==> config.mk <==
export PLATFORM = sky130hd
export DESIGN_NAME = lsu_ctrl_flat
export DESIGN_NICKNAME = d
export VERILOG_FILES = /design/src/rtl/lsu_ctrl_if.sv /design/src/rtl/lsu_ctrl.sv /design/src/flat_wrapper.sv
export SDC_FILE = /design/constraint.sdc
export NUM_CORES = 1
export LEC_CHECK = 0
export CAP_MARGIN = 20
export CORE_UTILIZATION = 41
export CTS_CLUSTER_DIAMETER = 150
export DETAILED_ROUTE_END_ITERATION = 16
export HOLD_SLACK_MARGIN = 0.06
export PLACE_DENSITY = 0.81
export SYNTH_ARGS = -nofsm -noshare
export SYNTH_HDL_FRONTEND = slang
export SYNTH_SLANG_ARGS = --single-unit
==> constraint.sdc <==
create_clock -name clk -period 1.8 [get_ports clk]
set_input_delay 0.36 -clock clk [delete_from_list [all_inputs] [get_ports clk]]
set_output_delay 0.36 -clock clk [all_outputs]
set_load 0.005 [all_outputs]
==> src/rtl/lsu_ctrl_if.sv <==
// Request, memory-stage command and writeback response bundle for lsu_ctrl.
// slave is the lsu_ctrl side; master is the execute/memory/writeback environment.
interface lsu_ctrl_if #(
  parameter int TAG_W = 5
);
  logic             in_valid;
  logic             in_ready;
  logic             in_is_load;
  logic             in_is_store;
  logic [2:0]       in_funct3;
  logic [31:0]      in_addr;
  logic [31:0]      in_wdata;
  logic [TAG_W-1:0] in_tag;

  logic             mem_access;
  logic             read;
  logic             wen;
  logic [2:0]       readop;
  logic [7:0]       wmask;
  logic [31:0]      raddr;
  logic [31:0]      waddr;
  logic [31:0]      wdata;
  logic [31:0]      rdata;

  logic             out_valid;
  logic             out_ready;
  logic [31:0]      out_rdata;
  logic [TAG_W-1:0] out_tag;
  logic             out_err;

  modport slave (
    input  in_valid, in_is_load, in_is_store, in_funct3, in_addr, in_wdata, in_tag,
    input  rdata, out_ready,
    output in_ready, mem_access, read, wen, readop, wmask, raddr, waddr, wdata,
    output out_valid, out_rdata, out_tag, out_err
  );

  modport master (
    output in_valid, in_is_load, in_is_store, in_funct3, in_addr, in_wdata, in_tag,
    output rdata, out_ready,
    input  in_ready, mem_access, read, wen, readop, wmask, raddr, waddr, wdata,
    input  out_valid, out_rdata, out_tag, out_err
  );
endinterface

==> src/rtl/lsu_ctrl.sv <==
// Single-outstanding RV32 load/store controller: accepts one request, issues a
// one-cycle memory strobe, captures load data and holds the response until taken.
module lsu_ctrl #(
  parameter int TAG_W = 5
) (
  input logic       clk,
  input logic       rst_n,
  lsu_ctrl_if.slave bus
);
  typedef enum logic [1:0] {IDLE, ACCESS, CAPTURE, DONE} state_t;

  state_t           state, state_d;
  logic [2:0]       f3_q;
  logic [31:0]      addr_q;
  logic [31:0]      wdata_q;
  logic [31:0]      out_rdata_q;
  logic [TAG_W-1:0] tag_q;
  logic             is_load_q;
  logic             out_err_q;

  logic             req_load, req_store, req_mem;
  logic             misalign, bad_f3, req_err, accept;
  logic [3:0]       lane_mask;

  // Request decode; load wins when both kind flags are set.
  always_comb begin
    req_load  = bus.in_is_load;
    req_store = bus.in_is_store && !bus.in_is_load;
    req_mem   = req_load || req_store;
    case (bus.in_funct3)
      3'd1, 3'd5: misalign = bus.in_addr[0];
      3'd2:       misalign = |bus.in_addr[1:0];
      default:    misalign = 1'b0;
    endcase
    bad_f3  = req_load ? (bus.in_funct3 == 3'd3 || bus.in_funct3[2:1] == 2'b11)
                       : (bus.in_funct3 >= 3'd3);
    req_err = req_mem && (misalign || bad_f3);
    accept  = (state == IDLE) && bus.in_valid;
  end

  always_ff @(posedge clk or negedge rst_n) begin
    if (!rst_n) state <= IDLE;
    else        state <= state_d;
  end

  always_comb begin
    state_d = state;
    case (state)
      IDLE:    if (bus.in_valid) state_d = (req_err || !req_mem) ? DONE : ACCESS;
      ACCESS:  state_d = CAPTURE;
      CAPTURE: state_d = DONE;
      DONE:    if (bus.out_ready) state_d = IDLE;
      default: state_d = IDLE;
    endcase
  end

  // Error and no-access requests finish with zero data straight from the accept edge.
  always_ff @(posedge clk or negedge rst_n) begin
    if (!rst_n) begin
      f3_q        <= '0;
      addr_q      <= '0;
      wdata_q     <= '0;
      tag_q       <= '0;
      is_load_q   <= 1'b0;
      out_err_q   <= 1'b0;
      out_rdata_q <= '0;
    end else begin
      if (accept) begin
        f3_q        <= bus.in_funct3;
        addr_q      <= bus.in_addr;
        wdata_q     <= bus.in_wdata;
        tag_q       <= bus.in_tag;
        is_load_q   <= req_load;
        out_err_q   <= req_err;
        out_rdata_q <= '0;
      end
      if (state == CAPTURE) out_rdata_q <= is_load_q ? bus.rdata : '0;
    end
  end

  always_comb begin
    case (f3_q[1:0])
      2'd0:    lane_mask = 4'b0001 << addr_q[1:0];
      2'd1:    lane_mask = 4'b0011 << addr_q[1:0];
      2'd2:    lane_mask = 4'b1111;
      default: lane_mask = 4'b0000;
    endcase
  end

  always_comb begin
    bus.in_ready   = (state == IDLE);
    bus.mem_access = 1'b0;
    bus.read       = 1'b0;
    bus.wen        = 1'b0;
    bus.raddr      = '0;
    bus.readop     = '0;
    bus.waddr      = '0;
    bus.wmask      = '0;
    bus.wdata      = '0;
    bus.out_valid  = (state == DONE);
    bus.out_rdata  = out_rdata_q;
    bus.out_tag    = tag_q;
    bus.out_err    = out_err_q;
    case (state)
      ACCESS: begin
        bus.mem_access = 1'b1;
        bus.read       = is_load_q;
        bus.wen        = !is_load_q;
        bus.raddr      = addr_q;
        bus.readop     = f3_q;
        bus.waddr      = {addr_q[31:2], 2'b00};
        bus.wmask      = {4'b0000, lane_mask};
        bus.wdata      = wdata_q << {addr_q[1:0], 3'b000};
      end
      CAPTURE: begin
        bus.raddr  = addr_q;
        bus.readop = f3_q;
      end
      default: ;
    endcase
  end
endmodule

==> src/flat_wrapper.sv <==
// flat-port wrapper written by rule: the top's interface ports become plain ports
module lsu_ctrl_flat 
#(
  parameter int TAG_W = 5
)
  (clk, rst_n, bus_in_valid, bus_in_is_load, bus_in_is_store, bus_in_funct3, bus_in_addr, bus_in_wdata, bus_in_tag, bus_rdata, bus_out_ready, bus_in_ready, bus_mem_access, bus_read, bus_wen, bus_readop, bus_wmask, bus_raddr, bus_waddr, bus_wdata, bus_out_valid, bus_out_rdata, bus_out_tag, bus_out_err);
  lsu_ctrl_if #(.TAG_W(TAG_W)) bus_i ();
  input logic clk;
  input logic rst_n;
  input wire logic [$bits(bus_i.in_valid)-1:0] bus_in_valid;
  input wire logic [$bits(bus_i.in_is_load)-1:0] bus_in_is_load;
  input wire logic [$bits(bus_i.in_is_store)-1:0] bus_in_is_store;
  input wire logic [$bits(bus_i.in_funct3)-1:0] bus_in_funct3;
  input wire logic [$bits(bus_i.in_addr)-1:0] bus_in_addr;
  input wire logic [$bits(bus_i.in_wdata)-1:0] bus_in_wdata;
  input wire logic [$bits(bus_i.in_tag)-1:0] bus_in_tag;
  input wire logic [$bits(bus_i.rdata)-1:0] bus_rdata;
  input wire logic [$bits(bus_i.out_ready)-1:0] bus_out_ready;
  output wire logic [$bits(bus_i.in_ready)-1:0] bus_in_ready;
  output wire logic [$bits(bus_i.mem_access)-1:0] bus_mem_access;
  output wire logic [$bits(bus_i.read)-1:0] bus_read;
  output wire logic [$bits(bus_i.wen)-1:0] bus_wen;
  output wire logic [$bits(bus_i.readop)-1:0] bus_readop;
  output wire logic [$bits(bus_i.wmask)-1:0] bus_wmask;
  output wire logic [$bits(bus_i.raddr)-1:0] bus_raddr;
  output wire logic [$bits(bus_i.waddr)-1:0] bus_waddr;
  output wire logic [$bits(bus_i.wdata)-1:0] bus_wdata;
  output wire logic [$bits(bus_i.out_valid)-1:0] bus_out_valid;
  output wire logic [$bits(bus_i.out_rdata)-1:0] bus_out_rdata;
  output wire logic [$bits(bus_i.out_tag)-1:0] bus_out_tag;
  output wire logic [$bits(bus_i.out_err)-1:0] bus_out_err;
  assign bus_i.in_valid = bus_in_valid;
  assign bus_i.in_is_load = bus_in_is_load;
  assign bus_i.in_is_store = bus_in_is_store;
  assign bus_i.in_funct3 = bus_in_funct3;
  assign bus_i.in_addr = bus_in_addr;
  assign bus_i.in_wdata = bus_in_wdata;
  assign bus_i.in_tag = bus_in_tag;
  assign bus_i.rdata = bus_rdata;
  assign bus_i.out_ready = bus_out_ready;
  assign bus_in_ready = bus_i.in_ready;
  assign bus_mem_access = bus_i.mem_access;
  assign bus_read = bus_i.read;
  assign bus_wen = bus_i.wen;
  assign bus_readop = bus_i.readop;
  assign bus_wmask = bus_i.wmask;
  assign bus_raddr = bus_i.raddr;
  assign bus_waddr = bus_i.waddr;
  assign bus_wdata = bus_i.wdata;
  assign bus_out_valid = bus_i.out_valid;
  assign bus_out_rdata = bus_i.out_rdata;
  assign bus_out_tag = bus_i.out_tag;
  assign bus_out_err = bus_i.out_err;
  lsu_ctrl #(.TAG_W(TAG_W)) u_core (.clk(clk), .rst_n(rst_n), .bus(bus_i));
endmodule
==> flow_metrics.py <==
metrics = {
    "layout": {
        "final_common_cell": "clkdlybuf4s50_1",
        "finish.utilization_pct": 77.8,
        "layout.nets": 872,
        "syn2layout_area_growth_pct": 83.5,
        "drive_above_1_share_pct": 52.3,
        "layout_common_cells": "clkdlybuf4s50_1, buf_6, dfrtp_1, and2_4, mux2_4",
        "antenna_cells": 0,
        "fin_area_sq_um": 9900,
    },
    "sta": {
        "relSlewSlack_pct": 65.1,
        "setup_violations": 104,
        "finalHoldViolCount": 0,
        "max_freq_ghz": 0.456,
        "worst_pin_slew_ps": 524,
        "setup_ws_ps": -394,
        "finClkSkew_ps": 5.55,
        "timing.final.crit_period_ps": 2190,
        "maxSlewViolCount": 0,
        "finalSetupTns_ps": -26570,
        "whs_ps": 506,
        "rsz0062_at_grt": "yes",
        "period_share_pct": 122,
    },
    "cts": {
        "cts_tree": "done",
        "clkTransAtPathRegs_ps": 70,
        "clk_latency_ps": 350,
        "cts-root-buf": "clkbuf_16",
        "cts_sinks": 108,
        "ctsHtreeMaxLevel": 3,
        "numCtsBuffers": 9,
        "cts_buffer_depth": 2,
    },
    "setup_path": {
        "cp.required_ps": 1440,
        "worst-path-max-fanout": 6,
        "reg2regPathDepth": 9,
        "ff2ff_setup_slack_ps": 10,
        "worst-setup-path-type": "flip-flop to output port",
        "worstPathArrival_ps": 1830,
        "critPathMaxStageDelay_ps": 420,
        "slowest_stage": "dfrtp_1",
        "end_kind": "output port",
        "path_cells": "buf_6, inv_4, ha_4, buf_12, bufbuf_16, and2_1, buf_2",
        "cp-start-kind": "flip-flop",
    },
    "grt": {
        "grt_max_degree": 41,
        "grt.overflow.total": 0,
        "track_usage_pct": 26.5,
        "grt_pass1_vias": 4889,
        "antenna_found_initial": 0,
        "grt_pass1_wl_mm": 26.7,
    },
    "synth": {
        "avgSynthCellArea_sq_um": 12.2,
        "synth-seq-area-share_pct": 50.1,
        "yosysUniqueCellTypes": 28,
        "synth-edff-count": 0,
        "ys.flop_type": "dfrtp_1",
        "synth_warnings": 0,
        "ys_ff_latch": 108,
        "async_flop_share_pct": 100,
        "netlist_area_sq_um": 5390,
        "syn_inst": 441,
    },
    "worst_hold_path": {
        "worstHoldPathCells": 1,
        "hold_path.class": "flip-flop to flip-flop",
    },
    "routing": {
        "wl_per_cell_um": 20.0,
        "drc": 0,
        "routed-via-count": 4767,
        "drt_first_pass_iters": 5,
        "final_antenna_net_count": 0,
        "wl_mm": 18.7,
        "via_per_inst": 5.10,
        "drt-initial-drc-count": 254,
    },
    "run_status": {
        "violations": "negative setup slack",
        "status": "complete, but fails checks",
    },
    "flow_run": {
        "drv_cap": 0,
    },
    "die": {
        "fp-row-count": 41,
        "core_sq_um": 12700,
        "die-area_sq_um": 13600,
        "chipWidth_um": 117,
        "boundaryPins": 260,
        "start_util_pct": 42.4,
        "fp.dieH_um": 117,
    },
    "pwr": {
        "power_density_nw_per_um2": 2030,
        "leakage_uw": 0.00472,
        "ir_drop_mv": 0.825,
    },
    "placed_design": {
        "globalplace.congestion": 0.853,
        "io_buffers": 253,
        "hpwl_mm": 12.2,
        "placedInstanceArea_sq_um": 8300,
        "pre_cts_ws_ps": -278,
    },
}
[per-layer routing]
layer / global-route usage (%) / part of all wire (%)
met5: 0 / 0
met4: 11.1 / 2.6
met3: 6.85 / 7.1
met2: 46.4 / 51
met1: 30.8 / 39
[critical path, delay by kind of cell, from the launching register on]
family	cells	cell delay [ps]
flip-flops	1	420
adder cells (fa/ha/maj)	1	220
buffers and inverters	5	700
AND/OR/NAND/NOR	1	130
[area by class of cell]
class	count	area (sq um)
Tap cell	172	215
Clock buffer	10	239
Timing Repair Buffer	339	3670
Sequential cell	108	2700
Multi-Input combinational cell	295	2930
Inverter	5	21.3
Clock inverter	6	118
Fill cell	794	2820
[report_power, final]
group / switching [uW] / leakage, uW / internal (uW)
clock: 923 / 0.000171 / 1410
sequential: 1200 / 0.00133 / 3650
combinational: 4440 / 0.00323 / 8430
total: 6560 / 0.00472 / 13500
[cell usage after synthesis, types with 2 or more instances]
library cell / instances / area, sq um
a21oi_1: 5 / 25.0
a22o_1: 33 / 289
and2_1: 83 / 519
buf_2: 13 / 65.1
buf_4: 7 / 52.6
buf_6: 5 / 56.3
clkbuf_1: 13 / 48.8
dfrtp_1: 108 / 2700
ha_1: 4 / 50.1
inv_1: 5 / 18.8
mux2_2: 43 / 484
mux2_4: 36 / 541
mux2i_1: 17 / 170
nand2_1: 21 / 78.8
nand2b_1: 2 / 12.5
nor2_1: 13 / 48.8
nor2b_1: 4 / 25.0
o211a_1: 8 / 80.1
o21a_1: 2 / 15.0
o21ai_0: 11 / 55.1
[per-stage QoR]
stage | power [uW] | std cells
2_1_floorplan | 8460 | 446
3_3_place_gp | 12900 | 867
3_5_place_dp | 13300 | 867
4_1_cts | 19100 | 931
5_1_grt | 21100 | 935
6_report | 20100 | 935
[cells by family (layout without fill, tap and decap cells)]
| kind of cell | after synthesis | count (layout) | share of synthesized area (%) |
|---|---|---|---|
| AND/OR/NAND/NOR | 125 | 125 | 12.9 |
| buffers and inverters | 43 | 360 | 4.48 |
| multiplexers | 97 | 97 | 22.4 |
| AO/OA/AOI/OAI | 63 | 63 | 9.16 |
| other | 1 | 6 | 0.0695 |
| adder cells (fa/ha/maj) | 4 | 4 | 0.928 |
| flip-flops | 108 | 108 | 50.1 |
[sequential cells by signal, indices dropped and copies added (netlist names)]
signal / cells
u_core.bus.out_err: 1
u_core.bus.out_tag: 5
u_core.addr_q: 32
u_core.wdata_q: 32
u_core.state: 2
u_core.f3_q: 3
u_core.is_load_q: 1
u_core.bus.out_rdata: 32
[path summary, 6_finish.rpt]
path / startpoint / to
setup / recovery: u_core.state[0]$_DFFE_PN0P_ / bus_raddr[26]
hold / removal: u_core.bus.out_rdata[0]$_DFFE_PN0P_ / u_core.bus.out_rdata[0]$_DFFE_PN0P_
setup reg to reg: u_core.state[0]$_DFFE_PN0P_ / u_core.state[1]$_DFFE_PN0P_
hold reg to reg: u_core.bus.out_rdata[0]$_DFFE_PN0P_ / u_core.bus.out_rdata[0]$_DFFE_PN0P_
max in group asynchronous: rst_n / u_core.addr_q[17]$_DFFE_PN0P_
min in group asynchronous: rst_n / u_core.bus.out_rdata[15]$_DFFE_PN0P_
[what timing repair did]
item,in CTS,in global routing
setup endpoints to repair,106,137
pin swaps,19,21
gates cloned,11,1
resized for setup,603,104
hold endpoints to repair,37,0
hold buffers,1,0
buffers inserted,37,7
Power figures use the tool's default switching activity.
